## config.mk

```make
export PLATFORM = sky130hd
export DESIGN_NAME = sha256_w_sched_ctrl
export DESIGN_NICKNAME = d
export VERILOG_FILES = /design/src/rtl/sha256_w_sched_ctrl.sv
export SDC_FILE = /design/constraint.sdc
export NUM_CORES = 2
export LEC_CHECK = 0
export ABC_AREA = 1
export CORE_MARGIN = 3
export CORE_UTILIZATION = 55
export CTS_CLUSTER_SIZE = 40
export DETAILED_ROUTE_END_ITERATION = 6
export DONT_BUFFER_PORTS = 1
export PLACE_DENSITY = 0.69
export SYNTH_ARGS = -nofsm -noshare
export SYNTH_HDL_FRONTEND = slang
export SYNTH_SLANG_ARGS = --single-unit
```

## constraint.sdc

```tcl
create_clock -name CLK -period 8.1 [get_ports CLK]
set_input_delay 0.81 -clock CLK [delete_from_list [all_inputs] [get_ports CLK]]
set_output_delay 0.81 -clock CLK [all_outputs]
set_load 0.005 [all_outputs]
```

## src/rtl/sha256_w_sched_ctrl.sv

```systemverilog
// SHA-256 message schedule generator: loads one 512-bit block and streams
// W_0..W_{ROUNDS-1} over a valid/ready handshake from a 16-word sliding window.
module sha256_w_sched_ctrl #(
    parameter int ROUNDS = 64
) (
    input  logic         CLK,
    input  logic         RST,
    input  logic         in_valid,
    output logic         in_ready,
    input  logic [511:0] block_in,
    input  logic         abort,
    output logic         out_valid,
    input  logic         out_ready,
    output logic [31:0]  w_out,
    output logic [5:0]   w_idx,
    output logic         last,
    output logic         busy
);

    localparam logic [0:0] IDLE     = 1'b0;
    localparam logic [0:0] RUN      = 1'b1;
    localparam logic [5:0] LAST_IDX = 6'(ROUNDS - 1);

    logic [0:0]  state_reg;
    logic [5:0]  t_reg;
    logic [31:0] win_reg [16];
    logic [31:0] w_new;
    logic        load;
    logic        xfer;
    logic        shift;

    function automatic logic [31:0] ssig0(input logic [31:0] x);
        return {x[6:0], x[31:7]} ^ {x[17:0], x[31:18]} ^ (x >> 3);
    endfunction

    function automatic logic [31:0] ssig1(input logic [31:0] x);
        return {x[16:0], x[31:17]} ^ {x[18:0], x[31:19]} ^ (x >> 10);
    endfunction

    assign load  = (state_reg == IDLE) && in_valid;
    assign xfer  = (state_reg == RUN) && out_ready;
    assign shift = xfer && !abort;

    // win_reg[0] is W_t; the word entering at slot 15 is W_{t+16}
    assign w_new = ssig1(win_reg[14]) + win_reg[9] + ssig0(win_reg[1]) + win_reg[0];

    always_ff @(posedge CLK or negedge RST) begin
        if (!RST) begin
            state_reg <= IDLE;
            t_reg     <= 6'd0;
        end else if (state_reg == IDLE) begin
            if (in_valid) begin
                state_reg <= RUN;
                t_reg     <= 6'd0;
            end
        end else if (abort) begin
            state_reg <= IDLE;
            t_reg     <= 6'd0;
        end else if (xfer) begin
            if (t_reg == LAST_IDX) begin
                state_reg <= IDLE;
                t_reg     <= 6'd0;
            end else begin
                t_reg <= t_reg + 6'd1;
            end
        end
    end

    generate
        for (genvar gi = 0; gi < 16; gi++) begin : g_win
            always_ff @(posedge CLK or negedge RST) begin
                if (!RST) begin
                    win_reg[gi] <= 32'd0;
                end else if (load) begin
                    win_reg[gi] <= block_in[511 - 32*gi -: 32];
                end else if (shift) begin
                    if (gi < 15) begin
                        win_reg[gi] <= win_reg[(gi < 15) ? gi + 1 : gi];
                    end else begin
                        win_reg[gi] <= w_new;
                    end
                end
            end
        end
    endgenerate

    assign in_ready  = (state_reg == IDLE);
    assign busy      = (state_reg == RUN);
    assign out_valid = (state_reg == RUN);
    assign w_out     = win_reg[0];
    assign w_idx     = t_reg;
    assign last      = (state_reg == RUN) && (t_reg == LAST_IDX);

endmodule

```

==> impl_metrics.ini <==
[placed_design]
instance_area_after_placement_um2 = 28700
portbufs = 0
dpl_worst_slack_ns = 3.48
detailed_place_hpwl_um = 78100
routabilityCongestion = 0.975

[worst_setup_path]
startpoint_type = flop
worstPathRequired_ns = 8.64
cp_max_fo = 246
worst-endpoint-arrival_ns = 5.17
type_of_element_capturing_the_critical_path = flop
crit_type = reg -> reg
rr_worst_depth = 8
r2r_start = busy
r2r_end = win_reg[214]
reg2reg_setup_slack_ns = 3.48

[logic_synthesis]
yosys.area_share.simple = 0.197
postSynthRegisterBits = 519
synth_compound_gate_area_share = 0.156
ys_seq_area_frac = 0.447
postSynthAreaPerCell_um2 = 7.82
post_synth_edffs = 0
synth_fp_nets = 4329
synthesis.area_um2 = 29100
dominantRegCellSynth = dfrtp_1
synth_fa_ha_area_frac = 0.0565
synth_cells = 3718
post_synth_cell_types = 33
main_combinational_cell_family_by_area_after_synthesis = simple AND/OR/NAND/NOR gates
asyncSetResetFlopFracSynth = 1.00
synth_mux_area_frac = 0
ys.warnings.count = 0
synthXorXnorAreaFrac = 0.0407

[sta]
worst_slack_ns = 3.48
slew_viol_final = 350
slew_headroom = -0.521
hold-worst-slack_ns = -0.118
timing.setup.tns_ns = 0
max_clock_freq_ghz = 0.216
rsz0062_at_grt = no
maximum_clock_skew_at_final_layout_ns = 0.0444
final_period_minus_worst_setup_slack_ns = 4.62
setup_violations = 0
worst-slew-pin-transition_ns = 2.28
timing_hold_violations_final = 95
period_share = 0.571

[routing]
finalWirelength_um = 103000
detailedRoute.firstPassIterationCount = 6
route.detailed.drc = 0
avgRoutedWirePerCell_um = 24.3
post_route_ant_nets = 0
viasPerCell = 5.83
route.vias.total = 24600
detailedRoute.firstIterationViolations = 2682

[min_path]
hp-class = in -> async

[cts]
tritoncts_clock_tree = done
ctsLongestPathBuffers = 3
cts_htree_levels = 2
buffer_type_at_the_clock_tree_root = clkbuf_16
clock_insertion_delay_worst_skew_ns = 0.64
cts_resized = 0
tritoncts_num_sinks = 519
numCtsBuffers = 55
postCtsSetupBuffers = 0
clock_pin_slew_reported_for_the_worst_setup_and_hold_paths_after_clock_tree_synthesis_ns = 0.07

[finish]
area_growth_pct = 5.42
layout.cells.most_common = nand2_1
post_route_cells_drive_above_1_share = 0.0315
most-common-layout-cells = nand2_1 (1072), dfrtp_1 (519), inv_1 (428)
largest_register_ffs = 480
finish.instance_area_um2 = 30700
nNetsFinal = 4092

[die]
fp.dieH_um = 236
pin_count = 559
coreArea_um2 = 51800
total_die_area_um2 = 55700
initial_core_util = 0.561
floorplan.die.width_um = 236
num_rows = 83

[grt]
grt_first_pass_wirelength_um = 150000
gr-total-overflow = 0
pin_count_of_the_biggest_net_entering_global_routing = 520
grt_util_all_layers = 0.360
antenna_found_initial = 15
vias_in_the_first_global_route = 23300

[flow_run]
cap_viol_max_count = 0

[run_status]
run_status = finished with violations
failed_checks = hold timing, slew limit
how the worst max path moves through the flow:
stage / slack, ns / end / cells past startpoint / start
2_1_floorplan: 4.71 / win_reg[17] / 20 / win_reg[50]
3_3_place_gp: 3.60 / win_reg[217] / 7 / in_valid
3_5_place_dp: 3.48 / win_reg[212] / 7 / in_valid
4_1_cts: 3.63 / win_reg[212] / 8 / busy
5_1_grt: 3.18 / win_reg[26] / 10 / busy
6_report: 3.48 / win_reg[214] / 8 / busy
metal layers:
layer,up-vias,share of wire,GRT usage
li1,11400,-,-
met1,11800,0.39,0.466
met2,1112,0.46,0.574
met3,224,0.10,0.0981
met4,12,0.047,0.152
met5,-,0.00078,0
critical path: stages (launching register included):
cell	delay, ns
dfrtp_1	0.43
inv_2	0.18
nand2_8	0.37
inv_8	0.66
a21oi_2	0.38
inv_8	0.72
buf_12	0.77
o211ai_1	0.41
o21ai_1	0.18
kinds of logic (layout without fill, tap and decap cells):
logic type | after synthesis | in the layout
AOI/OAI and AO/OA | 734 | 734
xor gates and xnor gates | 135 | 135
adders and majority gates | 94 | 94
buffers and inverters | 737 | 546
DFF | 519 | 519
other | 0 | 10
and+or+nand+nor | 1499 | 1499
cells in the mapped netlist, types with 5 or more instances:
library cell | number | area share
a21oi_1 | 23 | 0.0040
o21ai_1 | 89 | 0.015
nand2_1 | 1072 | 0.14
dfrtp_1 | 519 | 0.45
nor3_1 | 6 | 0.0010
nor2_1 | 366 | 0.047
a31oi_1 | 315 | 0.068
clkbuf_1 | 175 | 0.023
inv_1 | 428 | 0.055
ha_1 | 32 | 0.014
xnor2_1 | 68 | 0.020
buf_1 | 5 | 0.00065
xor2_1 | 67 | 0.020
nand3_1 | 47 | 0.0081
buf_2 | 88 | 0.015
buf_4 | 37 | 0.0096
o211ai_1 | 172 | 0.044
fa_1 | 62 | 0.043
o21ai_0 | 125 | 0.022
area by class of cell:
cell class / instances / area [µm²]
Fill cell: 4793 / 21200
Multi-Input combinational cell: 2462 / 13100
Sequential cell: 519 / 13000
Inverter: 432 / 1640
Clock buffer: 80 / 1610
Tap cell: 680 / 851
Clock inverter: 23 / 327
Timing Repair Buffer: 11 / 133
Antenna cell: 10 / 25.0
per-stage QoR:
stage | cells | utilization
final | 4217 | 0.591
after global routing | 4214 | 0.591
after CTS | 4207 | 0.591
after detailed placement | 4104 | 0.554
after global placement | 4104 | 0.554
after floorplan | 3718 | -
Power is not shown: default switching activity piles up to over one toggle a cycle in this logic, so the estimate is an artifact.
